### config.mk
export PLATFORM = sky130hd
export DESIGN_NAME = ahblite_slave_mux
export DESIGN_NICKNAME = d
export VERILOG_FILES = /design/src/rtl/ahblite_slave_mux.sv
export SDC_FILE = /design/constraint.sdc
export NUM_CORES = 1
export LEC_CHECK = 0
export ABC_CLOCK_PERIOD_IN_PS = 2100
export CORE_AREA = 2 2 96 98
export DETAILED_ROUTE_END_ITERATION = 8
export DIE_AREA = 0 0 98 100
export GPL_TIMING_DRIVEN = 0
export PLACE_DENSITY = 0.67
export SETUP_SLACK_MARGIN = 0.1
export SLEW_MARGIN = 20
export SYNTH_ARGS = -nofsm -noshare
export SYNTH_HDL_FRONTEND = slang
export SYNTH_SLANG_ARGS = --single-unit
### constraint.sdc
create_clock -name HCLK -period 2.1 [get_ports HCLK]
set_clock_uncertainty 0.05 [all_clocks]
set_input_delay 0.315 -clock HCLK [delete_from_list [all_inputs] [get_ports HCLK]]
set_output_delay 0.315 -clock HCLK [all_outputs]
set_load 0.01 [all_outputs]
### src/rtl/ahblite_slave_mux.sv
// AHB-Lite data-phase multiplexer with a built-in default slave that answers unmapped transfers with ERROR.
// Optional error logger (ERR_ADDR/ERR_VALID/ERR_CNT/ERR_CLR) is enabled by defining AHB_MUX_ERRLOG_EN.
module ahblite_slave_mux #(
  parameter bit Port0_en = 1'b1,
  parameter bit Port1_en = 1'b1,
  parameter bit Port2_en = 1'b1,
  parameter bit Port3_en = 1'b1,
  parameter bit Port4_en = 1'b1
) (
  input  logic        HCLK,
  input  logic        HRESET,
  input  logic [1:0]  HTRANS,
  input  logic [31:0] HADDR,
  input  logic        P0_HSEL,
  input  logic        P1_HSEL,
  input  logic        P2_HSEL,
  input  logic        P3_HSEL,
  input  logic        P4_HSEL,
  input  logic        P0_HREADYOUT,
  input  logic        P1_HREADYOUT,
  input  logic        P2_HREADYOUT,
  input  logic        P3_HREADYOUT,
  input  logic        P4_HREADYOUT,
  input  logic        P0_HRESP,
  input  logic        P1_HRESP,
  input  logic        P2_HRESP,
  input  logic        P3_HRESP,
  input  logic        P4_HRESP,
  input  logic [31:0] P0_HRDATA,
  input  logic [31:0] P1_HRDATA,
  input  logic [31:0] P2_HRDATA,
  input  logic [31:0] P3_HRDATA,
  input  logic [31:0] P4_HRDATA,
  output logic        HREADY,
  output logic        HRESP,
  output logic [31:0] HRDATA
`ifdef AHB_MUX_ERRLOG_EN
  ,
  input  logic        ERR_CLR,
  output logic [31:0] ERR_ADDR,
  output logic        ERR_VALID,
  output logic [7:0]  ERR_CNT
`endif
);

  localparam logic [4:0] PORT_EN = {Port4_en, Port3_en, Port2_en, Port1_en, Port0_en};
  localparam logic [5:0] SEL_DEFAULT = 6'b100000;

  typedef enum logic [1:0] {DS_IDLE, DS_ERR1, DS_ERR2} ds_state_t;

  // Lowest-index request wins; no request falls through to the default slave.
  function automatic logic [5:0] pick_sel(input logic [4:0] req);
    logic [5:0] s;
    s = SEL_DEFAULT;
    for (int i = 4; i >= 0; i--) begin
      if (req[i]) s = 6'(1) << i;
    end
    return s;
  endfunction

  logic [4:0] hsel_en;
  logic [5:0] sel_d;
  logic [5:0] sel_q;
  logic       unmapped_act;
  ds_state_t  ds_state;
  logic       ds_ready_q;
  logic       ds_resp_q;

  assign hsel_en      = {P4_HSEL, P3_HSEL, P2_HSEL, P1_HSEL, P0_HSEL} & PORT_EN;
  assign sel_d        = pick_sel(hsel_en);
  assign unmapped_act = sel_d[5] & HTRANS[1];

  // Address phase -> data phase: select register and default-slave FSM
  always_ff @(posedge HCLK or posedge HRESET) begin
    if (HRESET) begin
      sel_q      <= SEL_DEFAULT;
      ds_state   <= DS_IDLE;
      ds_ready_q <= 1'b1;
      ds_resp_q  <= 1'b0;
    end else begin
      if (HREADY) sel_q <= sel_d;
      case (ds_state)
        DS_ERR1: begin
          ds_state   <= DS_ERR2;
          ds_ready_q <= 1'b1;
          ds_resp_q  <= 1'b1;
        end
        default: begin
          // Other ports' wait states hold the FSM in place along with sel_q.
          if (HREADY) begin
            if (unmapped_act) begin
              ds_state   <= DS_ERR1;
              ds_ready_q <= 1'b0;
              ds_resp_q  <= 1'b1;
            end else begin
              ds_state   <= DS_IDLE;
              ds_ready_q <= 1'b1;
              ds_resp_q  <= 1'b0;
            end
          end
        end
      endcase
    end
  end

  // Data-phase return mux, driven only by the registered select
  always_comb begin
    HREADY = ds_ready_q;
    HRESP  = ds_resp_q;
    HRDATA = 32'h0;
    if (sel_q[0]) begin
      HREADY = P0_HREADYOUT;
      HRESP  = P0_HRESP;
      HRDATA = P0_HRDATA;
    end else if (sel_q[1]) begin
      HREADY = P1_HREADYOUT;
      HRESP  = P1_HRESP;
      HRDATA = P1_HRDATA;
    end else if (sel_q[2]) begin
      HREADY = P2_HREADYOUT;
      HRESP  = P2_HRESP;
      HRDATA = P2_HRDATA;
    end else if (sel_q[3]) begin
      HREADY = P3_HREADYOUT;
      HRESP  = P3_HRESP;
      HRDATA = P3_HRDATA;
    end else if (sel_q[4]) begin
      HREADY = P4_HREADYOUT;
      HRESP  = P4_HRESP;
      HRDATA = P4_HRDATA;
    end
  end

  logic unused_in;

`ifdef AHB_MUX_ERRLOG_EN
  assign unused_in = HTRANS[0];

  // Error log: a capture in the same cycle as ERR_CLR restarts the log at this error.
  always_ff @(posedge HCLK or posedge HRESET) begin
    if (HRESET) begin
      ERR_ADDR  <= 32'h0;
      ERR_VALID <= 1'b0;
      ERR_CNT   <= 8'h0;
    end else if (HREADY && unmapped_act) begin
      ERR_VALID <= 1'b1;
      if (!ERR_VALID || ERR_CLR) ERR_ADDR <= HADDR;
      if (ERR_CLR)               ERR_CNT  <= 8'd1;
      else if (ERR_CNT != 8'hFF) ERR_CNT  <= ERR_CNT + 8'd1;
    end else if (ERR_CLR) begin
      ERR_ADDR  <= 32'h0;
      ERR_VALID <= 1'b0;
      ERR_CNT   <= 8'h0;
    end
  end
`else
  assign unused_in = ^{HADDR, HTRANS[0]};
`endif

endmodule

# After elaboration in Yosys (flattened, before gate mapping)
# Index checks and enable logic that the tools add are counted.
# totals
ff_bits,9
elab_cells,36
in_bits,211
out_inout_bits,34
# op_classes
bitwise_logic,1
mux,29
n_reduce_logical,1
n_eq_ne,1
# op_table
operator,n
32-bit two-way mux,5
6-bit two-way mux,5
1-bit two-way mux,17
2-bit two-way mux,2
"2-bit by 1-bit equality test with 1-bit output, second input constant",1
2-bit nonzero test,1
1-bit bitwise AND,1

# Depth between registers and ports, before layout
# Gate-level depths: netlist of run 1.
# logic_depth
word_depth,9
ltp_mapped,6
depth_no_buf,4

# Worst setup path after synthesis of run 1
# OpenSTA, ideal clock, no wires.
# synth_timing
path_type,register -> output
from,register sel_q[3]
to,output port HRDATA[10]
path_slack_ns,0.337
n_path_buf,2
arrival_time_ns,1.398
required_time_ns,1.735
stages_incl_launch_ff,7
cell_sequence,dfrtp_1 and2b_1 buf_2 buf_4 a221oi_1 a211o_1 a2bb2oi_1
# synth_between
elab_chain_len,4
# synth_lines
item,line,text
from (decl),63,logic [5:0] sel_q;
from (signal assigned),81,if (HREADY) sel_q <= sel_d;
32-bit two-way mux,123,end else if (sel_q[3]) begin
32-bit two-way mux,119,end else if (sel_q[2]) begin
32-bit two-way mux,115,end else if (sel_q[1]) begin
32-bit two-way mux,111,if (sel_q[0]) begin
to (decl),36,output logic [31:0] HRDATA
# No other way between the ends.

# Final worst setup path of run 1
# layout_timing
from,register sel_q[3]
to,output port HRDATA[16]
# The elaborated chain is that of the path after synthesis.

==> results of run 1 <==
[metal layers]
metal,global-route usage [%],vias up,routed length (µm)
li1,-,1414,-
met1,25.66,1343,4428
met2,35.30,133,5362
met3,4.109,12,738
met4,4.380,0,153
met5,0,-,0
[power by group through the flow]
stage          Combinational, mW  Clock, mW  Sequential [mW]
2_1_floorplan               1.17          0            0.204
3_3_place_gp                2.29          0            0.206
3_5_place_dp                2.30          0            0.206
4_1_cts                     2.31      0.205            0.218
5_1_grt                     2.62      0.215            0.223
6_report                    2.42      0.202            0.218
[cell usage after synthesis (2+ instances only)]
| library cell | n | area [µm²] |
|---|---|---|
| nor2b_1 | 3 | 18.77 |
| a211o_1 | 32 | 280.3 |
| clkbuf_1 | 19 | 71.32 |
| a2bb2oi_1 | 32 | 280.3 |
| mux2i_1 | 5 | 50.05 |
| a21oi_1 | 34 | 170.2 |
| a221oi_1 | 32 | 280.3 |
| nand2_1 | 7 | 26.28 |
| mux2_4 | 4 | 60.06 |
| inv_1 | 37 | 138.9 |
| nand2b_1 | 2 | 12.51 |
| buf_4 | 3 | 22.52 |
| buf_2 | 7 | 35.03 |
| dfrtp_1 | 8 | 200.2 |
[cells in the final DEF (no fill, tap or decap), types with 2 or more instances in the layout]
cell,instances
clkbuf_2,9
a221oi_1,3
buf_12,3
a21oi_1,34
dfrtp_1,8
buf_6,6
clkbuf_4,3
buf_2,40
a2bb2oi_1,9
a211o_1,32
clkdlybuf4s50_1,177
buf_8,2
nor2b_1,3
mux2_4,4
nand2_1,7
buf_4,7
a2bb2oi_2,23
mux2i_1,5
a221oi_2,29
nand2b_1,2
inv_1,37
clkbuf_8,4
clkbuf_1,3
[path summary, 6_finish.rpt]
check	from	end	cells past startpoint
min in group HCLK	ds_state[1]$_DFFE_PP0P_	ds_state[1]$_DFFE_PP0P_	1
max reg2reg	sel_q[4]$_DFFE_PP0P_	sel_q[3]$_DFFE_PP0P_	7
min	HRESET	ds_resp_q$_DFFE_PP0P_	2
max	sel_q[3]$_DFFE_PP0P_	HRDATA[16]	8
max in group asynchronous	HRESET	ds_ready_q$_DFFE_PP1P_	2
min reg2reg	ds_state[1]$_DFFE_PP0P_	ds_state[1]$_DFFE_PP0P_	1
[metrics by stage]
step	instances	utilization, %
5_1_grt	581	50.80
3_3_place_gp	568	46.11
2_1_floorplan	246	-
4_1_cts	578	49.13
3_5_place_dp	568	46.11
6_report	581	50.80
[sequential cells by signal (all words and copies together) (netlist names)]
name        count
sel_q           5
ds_state        2
ds_ready_q      1
ds_resp_q       1
[critical path: cells and delay by family (launching register included)]
family / cells / cell delay [ns]
buffers and inverters: 4 / 0.51
AND/OR/NAND/NOR: 1 / 0.24
AO/OA/AOI/OAI: 3 / 0.43
flip-flops: 1 / 0.37
[cell families (layout without fill, tap and decap cells)]
family | after synthesis | count (layout) | synth area share (%)
buffers and inverters | 69 | 293 | 15.50
AND/OR/NAND/NOR | 21 | 21 | 6.839
AO/OA/AOI/OAI | 138 | 138 | 59.45
multiplexers | 9 | 9 | 5.958
flip-flops | 9 | 9 | 12.25
[repair_timing]
item	in CTS	in global routing
hold endpoints to repair	0	0
gates cloned	3	0
hold buffers	0	0
pin swaps	65	5
setup endpoints to repair	34	34
resized for setup	211	32
buffers inserted	4	4
[layout make-up]
class | instances | share of cell area [%]
Timing Repair Buffer | 221 | 45.75
Multi-Input combinational cell | 168 | 36.80
Inverter | 38 | 3.214
Sequential cell | 9 | 5.015
Clock buffer | 4 | 0.9975
Buffer | 30 | 5.154
Tap cell | 111 | 3.076
==> out/results.txt, run 1 <==
Most used DFF post-synth - dfrtp_1
Max Cap Viol - 0
Post-Synthesis Cell Area - 1848 µm²
Crit path largest cell delay - 0.37 ns
antenna fix cells - 0
Sink Count - 9
RSZ-0062 raised after global routing - true
internal power - 1.566 mW
vias per cell - 4.995
H-tree depth - 1
critical path class - flip-flop to output port
largest net degree at the start of global routing - 11
CP most frequent cell - buf_12
Seq pwr share - 7.7%
Pleak - 1.878 nW
clock tree from TritonCTS - yes
crit path DAT - 1.78 ns
Pins Over Slew Limit - 0
f_max - 465.6 MHz
sum of negative setup slack - -0.2627 ns
final setup fails - 9
total power - 2.839 mW
Max FO, Critical Path - 8
Syn Nets - 457
Synth Warn # - 0
Placer Congestion - 0.8567
clock-pin slew on the worst setup and hold paths - 0.05 ns
switch share - 44.84%
CTS Buffer Depth - 2
Async SR Flop Fraction - 100.0%
Mapped Cells - 246
Post-synth EDFFs - 0
pre-CTS setup slack - -0.4681 ns
TritonCTS Buffers - 3
Synth cell types - 35
Final Hold Fails - 0
Slew @ Worst Pin - 0.5406 ns
hold_ws - 0.2935 ns
Seq cells post-synth - 9
final instance area - 4516 µm²
Register Area - 226.5 µm²
Placed Instance Area - 4099 µm²
antenna violations before repair - 0
Clock Power Share - 7.1%
DIE HEIGHT - 100 µm
GRT Resource Usage Total - 20.15%
clock root buffer - clkbuf_8
status - finished with violations
Remaining Overflow, GRT - 0
proportion of layout cells with a drive suffix above 1 - 29.36%
Die ar. - 9800 µm²
Rows - 35
Max VDD drop - 229.5 µV
via count - 2902
Initial Utilization - 20.79%
Combinational Power Share - 85.2%
CP Capture Type - output port
period utilisation layout - 102.3%
multi-input logic area - 1662 µm²
Iter 0 DRT Violations - 108
Worst Hold Class - primary input to asynchronous set/reset pin
violated checks - negative setup slack
DR DRC count - 0
slack of the critical path - -0.04775 ns
Die W - 98 µm
critical path's slowest cell - dfrtp_1
DP Wirelength - 8.311 mm
syn_area_per_cell - 7.512 µm²
Layout Area Growth over Synthesis - 144.3%
fillers - 850
per-cell routed wire length - 18.39 µm
Detail Route Antenna Nets - 0
IO buf count - 211
fin crit period - 2.148 ns
critical path required time - 1.74 ns
relative slew slack - 63.96%
sw power - 1.273 mW
core area - 8890 µm²
vias in the first global route - 2947
final WL - 10.68 mm
PD cells - 628.8 nW/µm²
first-pass iteration count of the detailed router - 4
Critical Path Source Type - flip-flop
Worst-Skew Late Latency - 0.23 ns
r2r setup slk - 0.28 ns
layout net count - 682
Ports - 245
first-pass GRT wire length - 15.70 mm
register area share after synthesis - 12.25%
CP Cell Sequence - and2b_2 -> buf_12 -> buf_12 -> buf_16 -> a221oi_2 -> a211o_1 -> a2bb2oi_1 -> buf_2
No activity file was read; power rests on OpenSTA's default activity.
==> inputs of run 2 (changes only) <==
CORE_AREA = 2 2 95 97   (was 2 2 96 98)
DIE_AREA = 0 0 97 99   (was 0 0 98 100)
DONT_BUFFER_PORTS = 1   (was unset)
PLACE_DENSITY = 0.32   (was 0.67)
==> run 2 against run 1 <==
  * The flow now finishes without violations
  * Cell count is 38% lower
  * Wire length is 22% lower
  * Critical endpoint is now HRDATA[14]
  * Maximum frequency is 6.1% higher
  * Combinational power is 24% lower
  * Clock power is 3% lower
  * Sequential share of layout area is 4.4 points higher
  * Largest power group unchanged
  * Largest cell class is now multi-input gates
  * Setup slack better by 0.12 ns
  * First-iteration DRC count is 41% lower
  * Critical path depth is 2 lower
  * Power is 20% lower
  * Clock-buffer cell count stayed put
  * Non-clock buffer count is 218 lower
==> out/results.txt, run 2 (synthesis results as in run 1) <==
status - completed
PD cells - 932.9 nW/µm²
sum of negative setup slack - 0 ns
Final Hold Fails - 0
antenna violations before repair - 0
critical path's slowest cell - dfrtp_2
Critical Path Source Type - flip-flop
H-tree depth - 1
reg2reg end - sel_q[1]$_DFFE_PP0P_
via count - 2096
Die ar. - 9603 µm²
DP Wirelength - 6.536 mm
Detail Route Antenna Nets - 0
Worst Min Path Start - P0_HREADYOUT
CP Capture Type - output port
crit path DAT - 1.66 ns
crit path from - sel_q[4]$_DFFE_PP0P_
commonest non-fill, non-tap cells in the layout - inv_1 (37), a21oi_1 (33), a211o_1 (32)
Pins Over Slew Limit - 0
Largest register FFs - 5
vias in the first global route - 2316
Initial Utilization - 21.61%
Die W - 97 µm
period utilisation layout - 96.39%
fin crit period - 2.024 ns
Seq pwr share - 9.7%
Sink Count - 9
DR DRC count - 0
sw power - 1.131 mW
Max VDD drop - 235.9 µV
final std cells w/o fill - 360
final setup fails - 0
clock root buffer - clkbuf_8
clock tree from TritonCTS - yes
proportion of layout cells with a drive suffix above 1 - 32.54%
internal power - 1.132 mW
Iter 0 DRT Violations - 64
TritonCTS Buffers - 3
core area - 8551 µm²
Max FO, Critical Path - 10
Worst Hold Class - primary input to flip-flop
per-cell routed wire length - 23.21 µm
Top reg by flops - sel_q
multi-input logic area - 1627 µm²
CTS Buffer Depth - 2
relative slew slack - 62.89%
f_max - 494.0 MHz
critical path required time - 1.74 ns
fillers - 935
worst hold stages - 1
worst path buffer plus inverter count - 2
vias per cell - 5.822
Placer Congestion - 0.8215
Remaining Overflow, GRT - 0
Worst R2R Path Depth - 6
r2r setup slk - 0.32 ns
Crit path largest cell delay - 0.42 ns
Inst Count DP - 354
commonest non-fill, non-tap cell in the layout - inv_1
Max Cap Viol - 0
Worst R2R Start - sel_q[3]$_DFFE_PP0P_
Register Area - 227.7 µm²
cell family with most CP delay - compound AO/OA/AOI/OAI gates
RSZ-0062 raised after global routing - true
DIE HEIGHT - 99 µm
largest net degree at the start of global routing - 11
critical path class - flip-flop to output port
total power - 2.263 mW
Slew @ Worst Pin - 0.5566 ns
first-pass GRT wire length - 12.90 mm
antenna fix cells - 0
Combinational Power Share - 81.7%
Ports - 245
Worst-Skew Late Latency - 0.23 ns
CP Cell Sequence - and2b_1 -> buf_6 -> buf_8 -> a221oi_1 -> a211o_1 -> a2bb2oi_4
layout net count - 464
GRT Resource Usage Total - 16.62%
top flop regs - sel_q (5), ds_state (2)
Clock Power Share - 8.7%
Layout Area Growth over Synthesis - 31.28%
final WL - 8.356 mm
clock-pin slew on the worst setup and hold paths - 0.05 ns
IO buf count - 0
switch share - 49.98%
Rows - 34
Pleak - 0.9250 nW
first-pass iteration count of the detailed router - 6
hold endpoint - sel_q[0]$_DFFE_PP0P_
==> run 2: cell types whose count changed in the layout (fill, tap and decap cells not counted), moves of 5 or more <==
cell and change:
a221oi_2 -24, a221oi_1 +24, clkdlybuf4s50_1 -177, a2bb2oi_1 -9
clkbuf_4 +7, a2bb2oi_4 +5, buf_2 -34
==> run 2: metrics by stage <==
| step | utilization [%] | worst slack (ns) | cell area (µm²) | hold WS (ns) |
|---|---|---|---|---|
| 3_5_place_dp | 23.19 | -0.05977 | 1983 | 0.1464 |
| 3_3_place_gp | 23.19 | -0.04197 | 1983 | 0.1477 |
| 5_1_grt | 28.37 | -0.006068 | 2426 | 0.1214 |
| 2_1_floorplan | - | 0.3371 | 1848 | 0.09220 |
| 6_report | 28.37 | 0.07582 | 2426 | 0.1279 |
| 4_1_cts | 27.51 | 0.03656 | 2352 | 0.1230 |
==> run 2: worst register-to-register path, stage by stage, from the launching register on <==
cell     delay, ns
dfrtp_1       0.37
buf_6         0.14
nor3b_4       0.16
o31ai_4       0.30
a31oi_4       0.14
buf_4         0.20
mux2_4        0.30
==> run 2: repair_timing <==
item	CTS	global route
endpoints found under the setup margin	34	32
buffers inserted	2	0
pin swaps	25	8
hold buffers	1	0
resized for setup	69	17
endpoints found under the hold margin	8	0
==> run 2: area by class of cell <==
type,count,share of cell area [%]
buffer,30,9.232
clock buffer,4,1.857
inverter,38,5.879
multi-input combinational,168,67.04
sequential,9,9.386
tap,108,5.570
timing repair buffer,3,1.031
==> run 2: worst max path at each step <==
stage | depth (start not counted) | to | slack, ns
after floorplan | 6 | HRDATA[10] | 0.34
after global placement | 4 | HRDATA[14] | -0.04
after detailed placement | 4 | HRDATA[13] | -0.06
after CTS | 6 | HRDATA[18] | 0.04
after global routing | 6 | HRDATA[27] | -0.006
final | 6 | HRDATA[14] | 0.08
==> run 2: power by group through the flow <==
stage                     combinational (mW)  sequential (mW)  clock (mW)
after global placement                  1.50            0.207           0
after floorplan                         1.17            0.204           0
after global routing                    2.00            0.222       0.212
final                                   1.85            0.219       0.196
after detailed placement                1.50            0.206           0
after CTS                               1.80            0.220       0.204
==> run 2: per-layer routing <==
layer  track usage, %  vias up  routed length, µm
met5                0        -                  0
met4            2.167        0                 85
met3            3.404        6                685
met2            30.66      131               4310
met1            20.45      983               3275
li1                 -      976                  -
==> inputs of run 3 (changes only) <==
GPL_TIMING_DRIVEN = unset   (was 0)
REMOVE_ABC_BUFFERS = 1   (was unset)
==> run 3 against run 2 <==
  * Global-route usage is 2.2 points lower
  * Setup slack worse by 0.054 ns
  * Highest routed layer unchanged
  * Non-clock buffer count is 4 lower
==> out/results.txt, run 3 (synthesis results as in run 1) <==
Detail Route Antenna Nets - 0
commonest non-fill, non-tap cell in the layout - inv_1
CTS Buffer Depth - 2
Largest register FFs - 5
Slew @ Worst Pin - 0.5627 ns
crit path DAT - 1.71 ns
Max VDD drop - 351.5 µV
period utilisation layout - 98.94%
critical path class - flip-flop to output port
antenna fix cells - 0
Layout Area Growth over Synthesis - 33.99%
vias per cell - 6.048
final setup fails - 0
Ports - 245
RSZ-0062 raised after global routing - true
IO buf count - 0
antenna violations before repair - 0
Remaining Overflow, GRT - 0
first-pass iteration count of the detailed router - 4
via count - 2153
Worst R2R Path Depth - 7
total power - 2.274 mW
DIE HEIGHT - 99 µm
fin crit period - 2.078 ns
final instance area - 2476 µm²
GRT Resource Usage Total - 14.44%
Placed Instance Area - 2042 µm²
clock tree from TritonCTS - yes
first-pass GRT wire length - 11.35 mm
Pleak - 0.9441 nW
sum of negative setup slack - 0 ns
Max Cap Viol - 0
Iter 0 DRT Violations - 58
clock-pin slew on the worst setup and hold paths - 0.05 ns
DR DRC count - 0
CP Capture Type - output port
Top reg by flops - sel_q
Initial Utilization - 21.61%
Die W - 97 µm
core area - 8551 µm²
largest net degree at the start of global routing - 52
Sink Count - 9
fillers - 909
commonest non-fill, non-tap cells in the layout - inv_1 (36), a21oi_1 (34), a211o_1 (32), a2bb2oi_2 (32), a221oi_1 (29)
Rows - 34
fin util - 28.96%
Final Hold Fails - 0
relative slew slack - 62.14%
Worst Hold Class - primary input to flip-flop
worst hold stages - 1
Die ar. - 9603 µm²
critical path required time - 1.74 ns
Placer Congestion - 0.7531
status - completed
per-cell routed wire length - 23.84 µm
Critical Path Source Type - flip-flop
final WL - 8.486 mm
Pins Over Slew Limit - 0
clock root buffer - clkbuf_8
vias in the first global route - 2124
DP Wirelength - 5.705 mm
TritonCTS Buffers - 3
hold_ws - 0.1198 ns
H-tree depth - 1
f_max - 481.3 MHz
PD cells - 918.3 nW/µm²
proportion of layout cells with a drive suffix above 1 - 32.26%
Max FO, Critical Path - 5
layout net count - 460
Worst-Skew Late Latency - 0.23 ns
top flop regs - sel_q (5), ds_state (2)
run 3: changes by cell type in the layout (fill, tap and decap cells not counted), sizes merged:
cell	delta
clkbuf	-13
buf	+9
run 3: critical path: stages (launching register included):
cell	delay, ns
dfrtp_1	0.37
and2b_4	0.35
clkbuf_16	0.18
a221oi_2	0.06
a211o_1	0.25
a2bb2oi_2	0.13
buf_4	0.13
run 3: final timing paths:
kind	from	end	slack [ns]
setup / recovery	sel_q[3]$_DFFE_PP0P_	HRDATA[23]	0.02
hold / removal	P0_HREADYOUT	sel_q[0]$_DFFE_PP0P_	0.12
setup reg to reg	sel_q[3]$_DFFE_PP0P_	sel_q[3]$_DFFE_PP0P_	0.20
hold reg to reg	ds_state[1]$_DFFE_PP0P_	ds_state[1]$_DFFE_PP0P_	0.46
max in group asynchronous	HRESET	ds_ready_q$_DFFE_PP1P_	1.25
min in group asynchronous	HRESET	ds_state[0]$_DFFE_PP0P_	0.45
run 3: final cells by class:
type	count	area [µm²]	area share, %
Multi-Input combinational cell	168	1556	62.86
Timing Repair Buffer	29	367.9	14.86
Sequential cell	9	229.0	9.247
Inverter	38	142.6	5.761
Tap cell	108	135.1	5.457
Clock buffer	4	45.04	1.819
run 3: layer usage:
metal | up-vias | part of all wire (%) | GRT usage, %
met2 | 126 | 52 | 27.08
li1 | 970 | - | -
met4 | 0 | 1.9 | 2.384
met1 | 1045 | 40 | 17.54
met3 | 12 | 5.9 | 2.411
met5 | - | 0 | 0
run 3: what timing repair did:
item | in CTS | in global routing
hold endpoints to repair | 8 | 0
cloned | 0 | 4
gates resized for setup | 9 | 36
setup endpoints to repair | 33 | 34
pin swaps | 2 | 50
hold buffers | 1 | 0
setup buffers | 1 | 3
run 3: metrics by stage:
stage | instances | setup slack [ns]
floorplan | 215 | -0.5498
global placement | 343 | 0.1367
detailed placement | 343 | 0.09629
CTS | 349 | -0.04092
global route | 356 | -0.04060
finish | 356 | 0.02230
run 3: power by group:
group | internal [mW] | total (mW) | switching, mW | leakage [nW]
Sequential | 0.198 | 0.244 | 0.0455 | 0.115
Clock | 0.132 | 0.203 | 0.0704 | 0.0228
Combinational | 0.849 | 1.83 | 0.978 | 0.807
==> variant 1, RTL diff (config.mk and constraints of run 1) <==
Encoding of `ds_state_t`: now one-hot (3 bits for 3 states).
--- a/src/rtl/ahblite_slave_mux.sv
+++ b/src/rtl/ahblite_slave_mux.sv
@@ -46,7 +46,7 @@
   localparam logic [4:0] PORT_EN = {Port4_en, Port3_en, Port2_en, Port1_en, Port0_en};
   localparam logic [5:0] SEL_DEFAULT = 6'b100000;
 
-  typedef enum logic [1:0] {DS_IDLE, DS_ERR1, DS_ERR2} ds_state_t;
+  typedef enum logic [2:0] {DS_IDLE = 3'b001, DS_ERR1 = 3'b010, DS_ERR2 = 3'b100} ds_state_t;
 
   // Lowest-index request wins; no request falls through to the default slave.
   function automatic logic [5:0] pick_sel(input logic [4:0] req);
Formal check against the unedited RTL: no difference found for any inputs over 4 cycles, from zero or initial values and one cycle with HRESET high; so few cycles prove little.
==> variant 1 against run 1 <==
The flow still finishes with violations (negative setup slack). Count of clock-buffer cells in the layout stayed put. Total power fell by 25%. Routed wire length up 3.2%. Register-to-register slack got worse by 0.13 ns. Sequential cell count up 1. Hold slack improved by 0.0087 ns. Final cell count grew 1.2%. Sequential power up 4%. Fmax shrank 3.6%. Non-clock buffer count is 5 higher. Synthesized area is 0.74% higher. Setup slack worse by 0.080 ns. Synthesized cell count increased by 1.2%. Cell area increased by 3.3%. Critical path type unchanged. Largest cell class unchanged.
==> variant 1: results (changes against run 1) <==
Syn_area_per_cell = 7.48 sq um (-0.47%)
Ratio of cells with drive above 1 in the final layout = 29.6% (+0.20 points)
Post-synthesis compound-gate area fraction = 58.1% (-1.3 points)
Setup ws final = -0.128 ns (-0.0799 ns)
Seq/Total Area, Yosys = 13.6% (+1.3 points)
Initial detailed-routing violation count = 84 (-22%)
Worst VDD drop = 172 uV (-25%)
Synth area leaders = a211o_1, a221oi_1, a2bb2oi_1
All-Layer GR Usage = 20.7% (+0.55 points)
Setup Total Neg Slack = -1.82 ns (-1.56 ns)
Dpl ws = -0.690 ns (-0.221 ns)
Wire per inst = 18.8 um (+2.0%)
Crit path largest cell delay = 0.39 ns (+0.02 ns)
Tmin final = 2.23 ns (+0.0799 ns)
Post-synthesis mux area share = 5.98% (+0.023 points)
Post-synth top cells = inv_1, a21oi_1, a211o_1, a221oi_1, a2bb2oi_1
Clk pwr share = 11.7% (+4.6 points)
Vias = 2977 (+2.6%)
Final Power = 0.00213 W (-25%)
Synthesized Nets = 460 (+0.66%)
Status = finished, violations left
Worst-margin pin slew = 0.506 ns (-0.0343 ns)
Fillcell total = 872 (+2.6%)
Final setup violation count = 32 (+23)
Top flop regs = sel_q: 5 flops, ds_state: 3 flops
Sequential Power Share = 10.7% (+3.0 points)
Top cell type's share of synthesized area = 15.1% (-0.11 points)
Failing checks = negative setup slack
Vias in the first global route = 3129 (+6.2%)
Placed Cells incl. Taps = 571 (+0.53%)
GPL Wtd Cong = 0.861 (+0.48%)
Switch share = 40.3% (-4.6 points)
First-pass GRT wire length = 16.2 mm (+3.4%)
## variant 1: final timing paths
kind / startpoint / to / slack (ns)
setup / recovery: sel_q[3]$_DFFE_PP0P_ / HRDATA[1] / -0.13
hold / removal: HRESET / sel_q[4]$_DFFE_PP0P_ / 0.30
setup reg to reg: sel_q[2]$_DFFE_PP0P_ / ds_state[1]$_DFFE_PP0P_ / 0.15
hold reg to reg: ds_state[2]$_DFFE_PP0P_ / ds_state[2]$_DFFE_PP0P_ / 0.43
max in group asynchronous: HRESET / ds_state[0]$_DFFE_PP1P_ / 1.38
min in group HCLK: ds_state[2]$_DFFE_PP0P_ / ds_state[2]$_DFFE_PP0P_ / 0.43
## variant 1: timing repair
item,CTS,global route
setup endpoints to repair,34,41
buffers inserted,9,2
pin swaps,62,8
cloned,3,0
resized for setup,244,19
hold endpoints to repair,0,0
## variant 1: final cells by class
class | count | area [sq um] | share of cell area [%]
buffer | 31 | 258 | 5.53
clock buffer | 4 | 55.1 | 1.18
inverter | 37 | 144 | 3.09
multi-input combinational | 170 | 1690 | 36.2
sequential | 10 | 254 | 5.45
tap | 111 | 139 | 2.98
timing repair buffer | 225 | 2120 | 45.6
## variant 1: worst max-delay path: cells and delay by family, from the launching register on
family                 cells  cell delay (ns)
buffers and inverters      5             0.69
AOI/OAI and AO/OA          3             0.42
and+or+nand+nor            1             0.11
DFF                        1             0.39
## variant 1: cells by family after synthesis
logic type             count (synthesis)
AOI/OAI and AO/OA                    139
buffers and inverters                 69
DFF                                   10
muxes                                  9
and+or+nand+nor                       22
## variant 1: routing by layer
layer / track usage (%) / wire, um / vias up
li1: - / - / 1435
met1: 25.8 / 4510 / 1395
met3: 4.25 / 752 / 15
met2: 36.7 / 5550 / 132
met5: 0 / 0 / -
met4: 4.91 / 215 / 0
==> variant 2, RTL diff (config.mk and constraints of run 1) <==
Made on the original files. `Port1_en`: 1'b1 -> 1'b0.
--- a/src/rtl/ahblite_slave_mux.sv
+++ b/src/rtl/ahblite_slave_mux.sv
@@ -2,7 +2,7 @@
 // Optional error logger (ERR_ADDR/ERR_VALID/ERR_CNT/ERR_CLR) is enabled by defining AHB_MUX_ERRLOG_EN.
 module ahblite_slave_mux #(
   parameter bit Port0_en = 1'b1,
-  parameter bit Port1_en = 1'b1,
+  parameter bit Port1_en = 1'b0,
   parameter bit Port2_en = 1'b1,
   parameter bit Port3_en = 1'b1,
   parameter bit Port4_en = 1'b1
Behaviour: not the same (Yosys sat finds a counterexample within 4 cycles, from zero or initial values and one cycle with HRESET high).
==> variant 2 against run 1 <==
Total power grew 18%. Utilization shrank 11 points. Cell area shrank 22%. Setup slack gained 0.11 ns. Synthesized area shrank 23%. Clock power shrank 7%. Sequential cell count shrank 1. Global-route usage shrank 5.1 points. Via count shrank 19%. Routed wire length shrank 26%. First-iteration DRC count shrank 21%. Largest cell class unchanged. Largest power group unchanged.
==> variant 2: results (changes against run 1) <==
Register-to-register setup slack = 0.32 ns (+0.04 ns)
All-Layer GR Usage = 15.1% (-5.1 points)
Post-synth top cells = nand2_1, nor2b_1, a221oi_1, o31ai_1, clkbuf_1
Nets = 606 (-11%)
DP Area = 3320 sq um (-19%)
Grt met2 use = 28.2% (-7.1 points)
Worst setup path endpoint = HRDATA[9]
Library cells used by synthesis = 23 (-34%)
Top Metal Used = met4
Adder-Cell Fraction of Synth Area = 0% (unchanged)
Status = finished, final reports clean
Leak = 1.44 nW (-23%)
RR Endpoint = ds_state[0]$_DFFE_PP0P_
CP max stage cell = dfrtp_1
Relative slew slack = 66.8% (+2.9 points)
Wire per inst = 15.7 um (-15%)
Critical path arrival = 1.67 ns (-0.11 ns)
GPL Wtd Cong = 0.808 (-5.6%)
Met1 Use GR = 18.7% (-6.9 points)
R2r startpoint = sel_q[3]$_DFFE_PP0P_
Worst VDD drop = 480 uV (+110%)
Tmin final = 2.04 ns (-0.111 ns)
Met3 wire length = 494 um (-33%)
Pin count of the biggest net entering global routing = 11 (unchanged)
P_clk = 0.000188 W (-7%)
Async SR Flop Fraction = 100% (unchanged)
Switch share = 46.8% (+2.0 points)
Met3 Usage GRT = 2.44% (-1.7 points)
Seq/Total Area, Yosys = 14.1% (+1.9 points)
Wl on met1 = 3.32 mm (-25%)
Vias = 2341 (-19%)
Met2 Routed Length = 4.09 mm (-24%)
PortBufs = 176 (-17%)
First-pass GRT wire length = 12.2 mm (-22%)
Logic pwr share = 87.9% (+2.7 points)
Vias in the first global route = 2388 (-19%)
Skew-Pair Late Insertion Delay = 0.23 ns (about the same)
Reg2Reg Depth = 8 (+1)
Post-synthesis compound-gate area fraction = 42.5% (-17 points)
Grt total ovfl = 0 (unchanged)
Post-CTS setup buffer count = 10 (+6)
Post-DP HPWL = 6.09 mm (-27%)
Synthesized Nets = 407 (-11%)
Critical Path Start = sel_q[4]$_DFFE_PP0P_
Post-synthesis mux area share = 7.38% (+1.4 points)
PostCTS Resize Cnt = 188 (-11%)
Initial detailed-routing violation count = 85 (-21%)
Crit path largest cell delay = 0.40 ns (+0.03 ns)
Critical Path Fanout Max = 5 (-3)
Top delay family on crit path = buffers and inverters
Root Driver = clkbuf_8
Top flop regs = sel_q: 4 flops, ds_state: 2 flops
Ratio of cells with drive above 1 in the final layout = 24.4% (-5.0 points)
Synth area leaders = a221oi_1, o31ai_1, nor2b_1
Fillcell total = 916 (+7.8%)
CTS Buffer Depth = 2 (unchanged)
Dpl ws = -0.552 ns (-0.0838 ns)
==> variant 2: changes by cell type after synthesis, moves of 2 or more <==
cell / delta
buf_4: -3
a2bb2oi_1: -32
nand2_1: +29
a21oi_1: -32
inv_1: -33
nor2_1: +4
a211o_1: -32
nand2b_1: -2
nor2b_1: +32
o31ai_1: +32
clkbuf_1: -4
==> variant 2: area by class of cell <==
class,count,area [sq um],share of cell area (%)
well taps,111,139,3.92
plain buffers,22,184,5.19
inverters,4,15.0,0.424
clock buffers,4,45.0,1.27
flip-flops and latches,8,203,5.72
repair buffers,194,1760,49.7
multi-input cells,162,1200,33.7
==> variant 2: through the flow <==
step / power [W] / setup TNS [ns] / hold slack [ns] / cells
6_report: 0.00336 / 0 / 0.295 / 505
5_1_grt: 0.00366 / -0.197 / 0.346 / 505
4_1_cts: 0.00331 / 0 / 0.310 / 498
3_5_place_dp: 0.00321 / -15.92 / 0.436 / 483
3_3_place_gp: 0.00316 / -15.42 / 0.426 / 483
2_1_floorplan: 0.00174 / 0 / 0.0799 / 196
